## src/rtl/nes_pad_poller.sv

```systemverilog
// NES joypad poller: latches the pad's CD4021, clocks out 8 bits,
// and publishes one masked button byte per poll frame.
module nes_pad_poller #(
    parameter int LATCH_CYC     = 22,
    parameter int HALF_CYC      = 11,
    parameter int POLL_CYC      = 29830,
    parameter bit MASK_OPPOSING = 1'b1
) (
    input  logic       clk,
    input  logic       rst_n,
    input  logic       enable,
    input  logic       pad_data_n,
    output logic       pad_latch,
    output logic       pad_clk,
    output logic [7:0] buttons,
    output logic       valid,
    output logic       busy
);

    localparam logic [2:0] S_IDLE  = 3'd0;
    localparam logic [2:0] S_LATCH = 3'd1;
    localparam logic [2:0] S_LOW   = 3'd2;
    localparam logic [2:0] S_HIGH  = 3'd3;
    localparam logic [2:0] S_DONE  = 3'd4;
    localparam logic [2:0] S_WAIT  = 3'd5;

    localparam int PW   = (POLL_CYC > 1) ? $clog2(POLL_CYC) : 1;
    localparam int CMAX = (LATCH_CYC > HALF_CYC) ? LATCH_CYC : HALF_CYC;
    localparam int CW   = (CMAX > 1) ? $clog2(CMAX) : 1;

    localparam logic [PW-1:0] POLL_LAST  = PW'(POLL_CYC - 1);
    localparam logic [CW-1:0] LATCH_LAST = CW'(LATCH_CYC - 1);
    localparam logic [CW-1:0] HALF_LAST  = CW'(HALF_CYC - 1);

    logic [2:0]    state;
    logic [2:0]    state_nx;
    logic [CW-1:0] cyc_cnt;
    logic [PW-1:0] poll_cnt;
    logic [2:0]    bit_idx;
    logic [7:0]    shift;
    logic [7:0]    frame;
    logic [7:0]    masked;
    logic [1:0]    sync;
    logic          sample;
    logic          latch_end;
    logic          half_end;
    logic          poll_end;
    logic          last_bit_end;

    assign sample       = ~sync[1];
    assign latch_end    = (cyc_cnt == LATCH_LAST);
    assign half_end     = (cyc_cnt == HALF_LAST);
    assign poll_end     = (poll_cnt >= POLL_LAST);
    assign last_bit_end = (state == S_LOW) && half_end && (bit_idx == 3'd7);

    // Two-flop synchronizer for the asynchronous pad data line
    always_ff @(posedge clk or negedge rst_n) begin
        if (!rst_n) begin
            sync <= 2'b11;
        end else begin
            sync <= {sync[0], pad_data_n};
        end
    end

    // Next-state decode for the poll sequence
    always_comb begin
        state_nx = state;
        unique case (state)
            S_IDLE: begin
                if (enable) state_nx = S_LATCH;
            end
            S_LATCH: begin
                if (latch_end) state_nx = S_LOW;
            end
            S_LOW: begin
                if (half_end) begin
                    state_nx = (bit_idx == 3'd7) ? S_DONE : S_HIGH;
                end
            end
            S_HIGH: begin
                if (half_end) state_nx = S_LOW;
            end
            S_DONE: begin
                state_nx = (enable && poll_end) ? S_LATCH : S_WAIT;
            end
            S_WAIT: begin
                if (poll_end) state_nx = enable ? S_LATCH : S_IDLE;
            end
            default: state_nx = S_IDLE;
        endcase
    end

    // Final byte: the 8th bit arrives in the same cycle it is published
    always_comb begin
        frame    = shift;
        frame[7] = sample;
        masked   = frame;
        if (MASK_OPPOSING) begin
            if (frame[4] && frame[5]) masked[5:4] = 2'b00;
            if (frame[6] && frame[7]) masked[7:6] = 2'b00;
        end
    end

    // FSM state register
    always_ff @(posedge clk or negedge rst_n) begin
        if (!rst_n) begin
            state <= S_IDLE;
        end else begin
            state <= state_nx;
        end
    end

    // Phase timer: restarts on every state change, runs in timed phases
    always_ff @(posedge clk or negedge rst_n) begin
        if (!rst_n) begin
            cyc_cnt <= '0;
        end else if (state_nx != state) begin
            cyc_cnt <= '0;
        end else if (state == S_LATCH || state == S_LOW || state == S_HIGH) begin
            cyc_cnt <= cyc_cnt + 1'b1;
        end
    end

    // Poll period counter, zero on the LATCH entry cycle, saturating
    always_ff @(posedge clk or negedge rst_n) begin
        if (!rst_n) begin
            poll_cnt <= '0;
        end else if (state_nx == S_LATCH && state != S_LATCH) begin
            poll_cnt <= '0;
        end else if (state != S_IDLE && poll_cnt != '1) begin
            poll_cnt <= poll_cnt + 1'b1;
        end
    end

    // Bit index advances at the end of each pad_clk high phase
    always_ff @(posedge clk or negedge rst_n) begin
        if (!rst_n) begin
            bit_idx <= 3'd0;
        end else if (state == S_LATCH) begin
            bit_idx <= 3'd0;
        end else if (state == S_HIGH && half_end) begin
            bit_idx <= bit_idx + 3'd1;
        end
    end

    // Capture each data bit on the last cycle of its low phase
    always_ff @(posedge clk or negedge rst_n) begin
        if (!rst_n) begin
            shift <= 8'h00;
        end else if (state == S_LOW && half_end) begin
            shift[bit_idx] <= sample;
        end
    end

    // Publish the masked byte together with the valid pulse
    always_ff @(posedge clk or negedge rst_n) begin
        if (!rst_n) begin
            buttons <= 8'h00;
        end else if (last_bit_end) begin
            buttons <= masked;
        end
    end

    // Registered, glitch-free outputs decoded from the next state
    always_ff @(posedge clk or negedge rst_n) begin
        if (!rst_n) begin
            pad_latch <= 1'b0;
            pad_clk   <= 1'b0;
            valid     <= 1'b0;
            busy      <= 1'b0;
        end else begin
            pad_latch <= (state_nx == S_LATCH);
            pad_clk   <= (state_nx == S_HIGH);
            valid     <= (state_nx == S_DONE);
            busy      <= (state_nx == S_LATCH) || (state_nx == S_LOW) ||
                         (state_nx == S_HIGH)  || (state_nx == S_DONE);
        end
    end

endmodule
```

## config.mk

```make
export PLATFORM = sky130hd
export DESIGN_NAME = nes_pad_poller
export DESIGN_NICKNAME = d
export VERILOG_FILES = /design/src/rtl/nes_pad_poller.sv
export SDC_FILE = /design/constraint.sdc
export NUM_CORES = 1
export LEC_CHECK = 0
export CORE_ASPECT_RATIO = 0.75
export CORE_UTILIZATION = 40
export CTS_BUF_LIST = sky130_fd_sc_hd__clkbuf_16
export CTS_CLUSTER_DIAMETER = 40
export CTS_CLUSTER_SIZE = 24
export DETAILED_ROUTE_END_ITERATION = 8
export HOLD_SLACK_MARGIN = 0.08
export PLACE_DENSITY = 0.55
export SYNTH_ARGS = -nofsm -noshare
export SYNTH_HDL_FRONTEND = slang
export SYNTH_SLANG_ARGS = --single-unit
```

## constraint.sdc

```tcl
create_clock -name clk -period 2.3 [get_ports clk]
set_input_delay 0.46 -clock clk [delete_from_list [all_inputs] [get_ports clk]]
set_output_delay 0.46 -clock clk [all_outputs]
set_load 0.005 [all_outputs]
```

; Word level (Yosys, flattened, before mapping)
; Index checks and enable logic that the tools add are counted.
[classes]
n_addsub = 3
order_cmp = 3
eq_ne = 15
n_mux = 20
bitwise_logic = 1
n_reduce_logical = 19
[ops]
columns = cell, count
row1 = $mux 15, 2
row2 = $mux 3, 9
row3 = $pmux 3 s6, 1
row4 = $add 15x1->15 const B, 1
row5 = $ge 15x15->1 const B, 1
row6 = $ne 15x15->1 const B, 1
row7 = $eq 3x2->1 const B, 4
row8 = $eq 3x3->1 const B, 4
row9 = $mux 5, 2
row10 = $logic_and 1x1->1, 9
row11 = $bwmux 8, 1
row12 = $eq 3x1->1 const B, 2
row13 = $reduce_bool 2->1, 3
row14 = $add 5x1->5 const B, 1
row15 = $eq 5x4->1 const B, 1
row16 = $eq 5x5->1 const B, 1
row17 = $logic_or 1x1->1, 5
row18 = $lt 3x4->1 const B, 1
row19 = $mux 2, 2
row20 = $add 3x1->3 const B, 1
row21 = $demux 1 s3, 1
row22 = $ge 3x1->1 const B, 1
row23 = $logic_not 3->1, 1
row24 = $ne 3x1->1 const B, 1
row25 = 4 further kinds, 5
[totals]
reg_bits = 48
in_bits = 4
word_cells = 72

; Longest topological paths before layout
; Gate-level depths: netlist of the first run.
[logic_depth]
word_depth = 8
ltp_mapped = 9
mapped_depth_nobuf = 7

; Worst setup path after synthesis of the first run
; Ideal clock, no wire load.
[synth_path]
kind = register to register
from = register cyc_cnt[0]
to = register buttons[3]
arrival_time_ps = 1594
path_slack_ps = 579
stages_incl_launch_ff = 9
path_buffers = 2
synth_period_minus_slack_ps = 1721
cell_sequence = dfrtp_1 inv_1 ha_1 nand4bb_1 buf_2 nor3_4 nand2_2 buf_6 mux2_1
[synth_between]
elab_chain_len = 3
[synth_lines]
columns = item, line
row1 = "start, declared", 37  ; logic [CW-1:0] cyc_cnt;
row2 = "start signal, assigned", 120  ; cyc_cnt <= cyc_cnt + 1'b1;
row3 = $eq 5x4->1, 52  ; assign half_end = (cyc_cnt == HALF_LAST);
row4 = $logic_and 1x1->1 (2 in a row), 54  ; assign last_bit_end = (state == S_LOW) && half_end && (bit_idx == 3'd7);
row5 = "end signal, assigned", 160  ; buttons <= masked;
row6 = "end, declared", 15  ; output logic [7:0] buttons,
; Every way passes these cells.
; A chain may end at the register's enable or synchronous reset.

; Worst setup path after layout of the first run
[layout_path]
from = register poll_cnt[1]
to = register cyc_cnt[1]
[layout_between]
elab_chain_len = 6
elab_cells_between_ends = 8
classes_between = 1 x order compare / 1 x eq/ne / 4 x mux / 2 x reduce/logical
[layout_lines]
columns = item, line
row1 = "start, declared", 38  ; logic [PW-1:0] poll_cnt;
row2 = "start signal, assigned", 131  ; poll_cnt <= poll_cnt + 1'b1;
row3 = $ge 15x15->1 *, 53  ; assign poll_end = (poll_cnt >= POLL_LAST);
row4 = $logic_and 1x1->1, 84  ; state_nx = (enable && poll_end) ? S_LATCH : S_WAIT;
row5 = $mux 3, 84
row6 = $pmux 3 s6 *, 68  ; unique case (state)
row7 = $ne 3x3->1 *, 117  ; end else if (state_nx != state) begin
row8 = $mux 5 or $reduce_bool 2->1 (tied branches), n/a
; Every way passes the cells marked *; elsewhere a longest branch is shown, timed or not.

==> out/qor_table.md, run 1 <==
| Stage | Result | This run |
|:---|:---|:---|
| clock network | Number of levels the H-tree was split into | 2 |
| pwr | Largest vdd supply drop | 0.000468 V |
| route | Ratio of routed vias to standard cells | 5.12 |
| synthesis | Cell types with the highest counts after synthesis | sky130_fd_sc_hd__dfrtp_1 (45), sky130_fd_sc_hd__nor2_1 (33), sky130_fd_sc_hd__nand2_1 (16), sky130_fd_sc_hd__o21ai_0 (13), sky130_fd_sc_hd__xnor2_1 (13) |
| synthesis | Synth warnings | 0 |
| setup path | Biggest fanout along the worst timing path | 6 |
| cells and area | Number of antenna diodes | 0 |
| sta | Highest Clock Rate | 529 MHz |
| sta | Period utilization | 82.1% |
| global route | Global-route wire length before repair | 7760 um |
| synthesis | Synthesized netlist cell count | 240 |
| sta | Final TNS setup | 0 ns |
| run | Number of max-capacitance violations reported | 0 |
| synthesis | Area fraction of the dominant cell type after synthesis | 46.9% |
| global route | Overall routing resource usage | 15.5% |
| cells and area | Final net count | 269 |
| setup path | Cell with the largest stage delay on the worst path | sky130_fd_sc_hd__dfrtp_1 |
| synthesis | Cell type contributing the most total cell area after synthesis | sky130_fd_sc_hd__dfrtp_1 |
| floorplanning | Area of the core | 5800 sq um |
| sta | Final hold violation count | 0 |
| setup path | Buf+Inv Stages, Crit Path | 1 |
| run status | Run status | finished, final reports clean |
| setup path | CP endpoint kind | flip-flop |
| route | Routed len/inst | 13.0 um |
| route | Post-Route WL | 4380 um |
| clock network | Post-CTS repair timing setup buffer count | 0 |
| setup path | Worst reg2reg path depth | 7 |
| route | Remaining antenna violation count after routing | 0 |
| synthesis | Number of distinct library cells after synthesis | 55 |
| setup path | Cells along the critical path | inv_1 > ha_1 > and4_1 > a31o_2 > o21ai_0 > o21ai_1 > a211oi_2 |
| sta | RSZ-0062 raised after global routing | false |
| floorplanning | Initial Util | 41.4% |
| clock network | Cts bufs inserted | 5 |
| synthesis | Most instantiated library cell after synthesis | sky130_fd_sc_hd__dfrtp_1 |
| synthesis | Most used flip-flop cell after synthesis | sky130_fd_sc_hd__dfrtp_1 |
| global route | Number of global-route vias before repair | 1574 |
| synthesis | Number of storage elements in the synthesis netlist | 47 |
| synthesis | Mean cell area of the mapped netlist | 10.0 sq um |
| clock network | Clock tree from TritonCTS | yes |
| clock network | Post-CTS Hold Fix Bufs | 0 |
| placed design | HPWL after detailed placement | 3180 um |
| synthesis | Post-synthesis instance area | 2400 sq um |
| cells and area | Synthesis-to-layout area growth | 16.9% |
| setup path | Critical path data arrival time | 2.09 ns |
| setup path | Startpoint type of the worst setup path | flip-flop |
| floorplanning | Vert. Die Dim | 69.1 um |
| route | 1st-iter DRT viols | 105 |
| global route | GRT Residual Overflow | 0 |
| setup path | Total number of cells along the worst setup path | 7 |
| placed design | GP Congestion | 0.861 |
| clock network | Clock tree buffer depth | 2 |
| clock network | Post-CTS sizing | 0 |
| setup path | Critical path class | reg -> reg |
| sta | Post-Route Hold Slack | 0.0845 ns |
| placed design | Worst Setup Slack post-DPL | 0.358 ns |
| floorplanning | Number of I/O pins | 16 |
| clock network | Clock net sink count | 47 |
| placed design | Count of input and output buffers | 15 |
| route | Routed vias | 1724 |
| cells and area | Share of final-layout standard cells stronger than drive strength 1 | 13.1% |
| synthesis | Top cells by area in the synthesized netlist | sky130_fd_sc_hd__dfrtp_1 (47%), sky130_fd_sc_hd__nor2_1 (5.2%), sky130_fd_sc_hd__xnor2_1 (4.7%), sky130_fd_sc_hd__ha_1 (3.6%), sky130_fd_sc_hd__o21ai_0 (2.7%) |
| sta | Relative max-transition margin | 72.1% |
| min path | Worst min path class | in -> async |
| setup path | Crit path largest cell delay | 0.43 ns |
| floorplanning | Die width | 91.4 um |
| sta | Final setup fails | 0 |
| synthesis | Sequential element share of the synthesized area | 49.1% |
| clock network | Clock Latency Late Sink | 0.29 ns |
| route | Total DRC errors in the routed layout | 0 |
| global route | Maximum number of pins on one net before global-route repair | 19 |
| sta | Final worst path period need | 1.89 ns |
| global route | Initial antenna violation count | 0 |
| setup path | CP delay by family, top | compound AO/OA/AOI/OAI gates |
| synthesis | Count of flip-flops with a built-in enable after synthesis | 0 |
| clock network | Clock transition at the registers of the reported paths | 0.07 ns |
| floorplanning | Num rows | 24 |
| clock network | CTS Root Cell | sky130_fd_sc_hd__clkbuf_16 |
| route | Number of detailed-route iterations in the first pass | 4 |
| sta | PnR worst setup slack | 0.411 ns |
| sta | Transition at the pin with the smallest max-transition slack | 0.419 ns |
| sta | Post-route clock skew | 0.00451 ns |
| floorplanning | Total Die Area | 6320 sq um |
| synthesis | Post-synth net total | 251 |
| synthesis | Async S/R FF share, synth | 100% |
| pwr | Leakage component of the power | 0.00117 uW |
| pwr | Power per unit of standard cell area | 1170 nW/um^2 |
| setup path | Required time of the critical path | 2.50 ns |
| sta | Max-slew violation count | 0 |
==> cells in the final DEF, fill, tap and decap left out, types with 2 or more instances in the layout <==
master                             n
sky130_fd_sc_hd__a22oi_1           2
sky130_fd_sc_hd__nand4_1           6
sky130_fd_sc_hd__nand2_1          16
sky130_fd_sc_hd__o41ai_1           3
sky130_fd_sc_hd__or2_2             2
sky130_fd_sc_hd__buf_4             7
sky130_fd_sc_hd__and4_1            2
sky130_fd_sc_hd__xor2_1            3
sky130_fd_sc_hd__dfrtp_1          45
sky130_fd_sc_hd__clkdlybuf4s50_1  14
sky130_fd_sc_hd__clkbuf_16         5
sky130_fd_sc_hd__nor3b_1           3
sky130_fd_sc_hd__nand2b_1          3
sky130_fd_sc_hd__inv_1            11
sky130_fd_sc_hd__o21ai_0          13
sky130_fd_sc_hd__dfstp_2           2
sky130_fd_sc_hd__xnor2_1          13
sky130_fd_sc_hd__mux2i_1           3
sky130_fd_sc_hd__a31oi_1           2
sky130_fd_sc_hd__a211oi_1          3
sky130_fd_sc_hd__nor4_1            3
sky130_fd_sc_hd__o31ai_1           8
sky130_fd_sc_hd__mux2_2            3
sky130_fd_sc_hd__nand3_1           5
sky130_fd_sc_hd__a21oi_2           2
sky130_fd_sc_hd__nor2_1           33
sky130_fd_sc_hd__a21oi_1           5
sky130_fd_sc_hd__nor3_1            8
sky130_fd_sc_hd__ha_1              7
==> kinds of logic (layout without fill, tap and decap cells) <==
logic type / after synthesis / in the layout / share of synthesized area (%)
AO/OA/AOI/OAI: 45 / 45 / 12.7
XOR/XNOR: 16 / 16 / 5.84
adder cells (fa/ha/maj): 7 / 7 / 3.65
buffers and inverters: 23 / 42 / 4.38
multiplexers: 7 / 7 / 3.13
AND/OR/NAND/NOR: 95 / 95 / 21.2
flip-flops: 47 / 47 / 49.1
==> where the power goes <==
part           internal [uW]  switching, uW  total [uW]  leakage, uW
logic                    493            500         993     0.000500
registers               1090            354        1450     0.000589
clock network            517            320         836    0.0000804
==> cell type report <==
cell class,count,area (sq um)
fill,540,2990
timing repair buffer,22,198
clock buffer,5,125
tap,78,97.6
sequential,47,1180
multi-input combinational,170,1120
clock inverter,3,46.3
inverter,12,45.0
==> worst paths after layout <==
kind                            slack (ns)         end         from
worst max-delay path                  0.41  cyc_cnt[1]  poll_cnt[1]
worst min-delay path                  0.08    shift[0]        rst_n
worst max register to register        0.41  cyc_cnt[1]  poll_cnt[1]
worst min register to register        0.36     sync[1]      sync[0]
max in group asynchronous             1.57     sync[1]        rst_n
min in group clk                      0.36     sync[1]      sync[0]
==> routing by layer <==
layer | wire (um) | vias to the layer above | GRT usage [%]
met2 | 1700 | 28 | 19.7
met3 | 181 | 2 | 3.53
met4 | 29 | 0 | 5.29
met5 | 0 | - | 0
met1 | 2470 | 815 | 25.0
li1 | - | 879 | -
==> flip-flops by register name, indices dropped and copies added (netlist names) <==
signal	cells
sync	2
cyc_cnt	5
bit_idx	3
state	3
pad_clk	1
buttons	8
shift	7
poll_cnt	15
busy	1
pad_latch	1
valid	1
==> stage by stage <==
stage | instances | utilization, % | power (uW) | area (sq um)
after floorplan | 240 | - | 2160 | 2400
after global placement | 329 | 45.5 | 2460 | 2640
after detailed placement | 329 | 45.5 | 2460 | 2640
after CTS | 337 | 48.4 | 3310 | 2810
after global routing | 337 | 48.4 | 3530 | 2810
final | 337 | 48.4 | 3280 | 2810
No activity file was read; power rests on OpenSTA's default activity.
==> inputs of run 2 (changes only) <==
- clock period: 2.3 -> 1.8 ns (I/O delays scaled with it)
==> run 2 against run 1 <==
Compared with the run above: maximum frequency is 9.0% higher; final area is 10% higher; non-clock buffer count is 24 higher; critical endpoint is now shift[1].
==> out/qor_table.md, run 2 (same netlist as run 1, synthesis figures left out) <==
| Stage | Result | This run | Delta |
|:---|:---|:---|:---|
| clock network | Clock tree buffer depth | 2 | unchanged |
| sta | Final setup fails | 0 | unchanged |
| placed design | GP Congestion | 0.840 | -2.5% |
| cells and area | Largest Register | poll_cnt |  |
| floorplanning | Total Die Area | 6320 sq um | unchanged |
| placed design | Count of input and output buffers | 15 | unchanged |
| pwr | Total design power | 4500 uW | +37% |
| global route | Global-route wire length before repair | 8200 um | +5.7% |
| sta | Relative max-transition margin | 73.3% | +1.2 points |
| route | Routed vias | 1824 | +5.8% |
| route | Routed len/inst | 13.1 um | +0.90% |
| floorplanning | Number of I/O pins | 16 | unchanged |
| run | Number of max-capacitance violations reported | 0 | unchanged |
| clock network | Clock transition at the registers of the reported paths | 0.07 ns | about the same |
| setup path | Biggest fanout along the worst timing path | 4 | -2 |
| global route | Overall routing resource usage | 16.6% | +1.1 points |
| cells and area | Regs by FF count | poll_cnt (15), buttons (8), shift (7) |  |
| pwr | Power per unit of standard cell area | 1460 nW/um^2 | +25% |
| sta | Period utilization | 96.2% | +14 points |
| cells and area | Number of antenna diodes | 0 | unchanged |
| placed design | Cell area reported after detailed placement | 2790 sq um | +6.0% |
| global route | Number of global-route vias before repair | 1725 | +9.6% |
| route | Remaining antenna violation count after routing | 0 | unchanged |
| route | 1st-iter DRT viols | 99 | -5.7% |
| global route | GRT Residual Overflow | 0 | unchanged |
| cells and area | Number of flip-flops under the largest register name | 15 | unchanged |
| cells and area | Most used cells in the layout excluding fill and tap cells | sky130_fd_sc_hd__dfrtp_1 (44), sky130_fd_sc_hd__nor2_1 (33), sky130_fd_sc_hd__buf_4 (29), sky130_fd_sc_hd__nand2_1 (15), sky130_fd_sc_hd__clkdlybuf4s50_1 (14) |  |
| route | Number of detailed-route iterations in the first pass | 4 | unchanged |
| sta | Max-slew violation count | 0 | unchanged |
| cells and area | Final net count | 293 | +8.9% |
| floorplanning | Num rows | 24 | unchanged |
| setup path | Critical path class | reg -> reg |  |
| sta | Transition at the pin with the smallest max-transition slack | 0.401 ns | -0.0183 ns |
| sta | Final TNS setup | 0 ns | unchanged |
| cells and area | Cell area after layout | 3090 sq um | +10% |
| cells and area | Share of final-layout standard cells stronger than drive strength 1 | 25.1% | +12 points |
| sta | Final hold violation count | 0 | unchanged |
| floorplanning | Die width | 91.4 um | unchanged |
| floorplanning | Vert. Die Dim | 69.1 um | unchanged |
| sta | Final worst path period need | 1.73 ns | -0.156 ns |
| setup path | Startpoint type of the worst setup path | flip-flop |  |
| clock network | Clock tree from TritonCTS | yes |  |
| placed design | HPWL after detailed placement | 3560 um | +12% |
| global route | Maximum number of pins on one net before global-route repair | 18 | -1 |
| global route | Initial antenna violation count | 0 | unchanged |
| pwr | Leakage component of the power | 0.00131 uW | +12% |
| run status | Run status | finished, final reports clean |  |
| cells and area | Most common cell after layout, fill and taps aside | sky130_fd_sc_hd__dfrtp_1 |  |
| cells and area | Synthesis-to-layout area growth | 28.7% |  |
| floorplanning | Initial Util | 41.4% | unchanged |
| clock network | CTS Root Cell | sky130_fd_sc_hd__clkbuf_16 |  |
| pwr | Largest vdd supply drop | 0.000716 V | +53% |
| clock network | Cts bufs inserted | 5 | unchanged |
| clock network | Number of levels the H-tree was split into | 2 | unchanged |
| min path | Worst min path class | reg -> reg |  |
| setup path | Critical path data arrival time | 1.90 ns | -0.19 ns |
| cells and area | Number of filler instances in the final layout | 535 | -0.93% |
| route | Total DRC errors in the routed layout | 0 | unchanged |
| sta | RSZ-0062 raised after global routing | true |  |
| setup path | Required time of the critical path | 1.97 ns | -0.53 ns |
| sta | Highest Clock Rate | 577 MHz | +9.0% |
| floorplanning | Area of the core | 5800 sq um | unchanged |
| route | Ratio of routed vias to standard cells | 5.05 | -1.2% |
| sta | Post-route clock skew | 0.00991 ns | +0.00540 ns |
| route | Post-Route WL | 4730 um | +8.1% |
| clock network | Clock Latency Late Sink | 0.29 ns | about the same |
| setup path | CP endpoint kind | flip-flop |  |
| clock network | Clock net sink count | 47 | unchanged |
[run 2: changes by cell type in the layout (fill, tap and decap cells not counted), sizes merged]
| cell | change |
|---|---|
| clkinv | +2 |
| dlygate4sd3 | +1 |
| buf | +23 |
| inv | -1 |
| bufinv | -1 |
[run 2: timing repair]
item / in CTS / in global routing
hold buffers: 1 / 0
endpoints found under the hold margin: 12 / 0
setup buffers: 0 / 2
resized for setup: 2 / 20
pin swaps: 0 / 5
endpoints found under the setup margin: 5 / 27
[run 2: cell type report]
class | instances | area, sq um | area share, %
clock buffer | 5 | 125 | 4.05
clock inverter | 3 | 25.0 | 0.810
inverter | 12 | 45.0 | 1.46
multi-input combinational | 170 | 1230 | 39.9
sequential | 47 | 1180 | 38.2
tap | 78 | 97.6 | 3.16
timing repair buffer | 46 | 384 | 12.4
[run 2: path summary, 6_finish.rpt]
| path | from | endpoint | slack [ns] | depth (start not counted) |
|---|---|---|---|---|
| min in group asynchronous | rst_n | bit_idx[2] | 0.53 | 2 |
| worst min register to register | sync[0] | sync[1] | 0.36 | 0 |
| worst max register to register | cyc_cnt[0] | shift[1] | 0.07 | 8 |
| worst max-delay path | cyc_cnt[0] | shift[1] | 0.07 | 8 |
| max in group asynchronous | rst_n | state[2] | 0.75 | 3 |
| worst min-delay path | sync[0] | sync[1] | 0.36 | 0 |
[run 2: per-stage QoR]
stage	hold WS (ns)	cells	utilization, %	setup WS (ns)
after floorplan	0.0644	240	-	0.0786
after global placement	0.310	350	48.2	-0.0350
after detailed placement	0.312	350	48.2	-0.0438
after CTS	0.356	359	51.1	0.0112
after global routing	0.364	361	53.3	-0.0678
final	0.356	361	53.3	0.0677
[run 2: layer usage]
metal / track usage [%] / wire (um) / vias up / share of wire [%]
met5: 0 / 0 / - / 0
met4: 5.82 / 56 / 0 / 1.2
met3: 3.75 / 153 / 5 / 3.2
met2: 22.0 / 1850 / 25 / 39
met1: 26.2 / 2670 / 853 / 56
li1: - / - / 941 / -
[run 2: where the power goes]
part	leakage, uW	switching, uW	internal, uW
logic	0.000649	871	929
registers	0.000587	377	1400
clock network	0.0000700	403	519
[run 2: worst max-delay path, stage by stage, from the launching register on]
cell	delay [ns]
sky130_fd_sc_hd__dfrtp_1	0.39
sky130_fd_sc_hd__inv_2	0.07
sky130_fd_sc_hd__ha_4	0.13
sky130_fd_sc_hd__nand4bb_4	0.12
sky130_fd_sc_hd__nor3_4	0.34
sky130_fd_sc_hd__nand2_2	0.11
sky130_fd_sc_hd__buf_6	0.15
sky130_fd_sc_hd__o31ai_4	0.21
sky130_fd_sc_hd__o41ai_2	0.10
==> inputs of run 3 (changes only) <==
- CTS_CLUSTER_SIZE: 24 -> 28
==> results of run 3 <==
No change in the layout: final DEF, timing and power equal those of run 2.
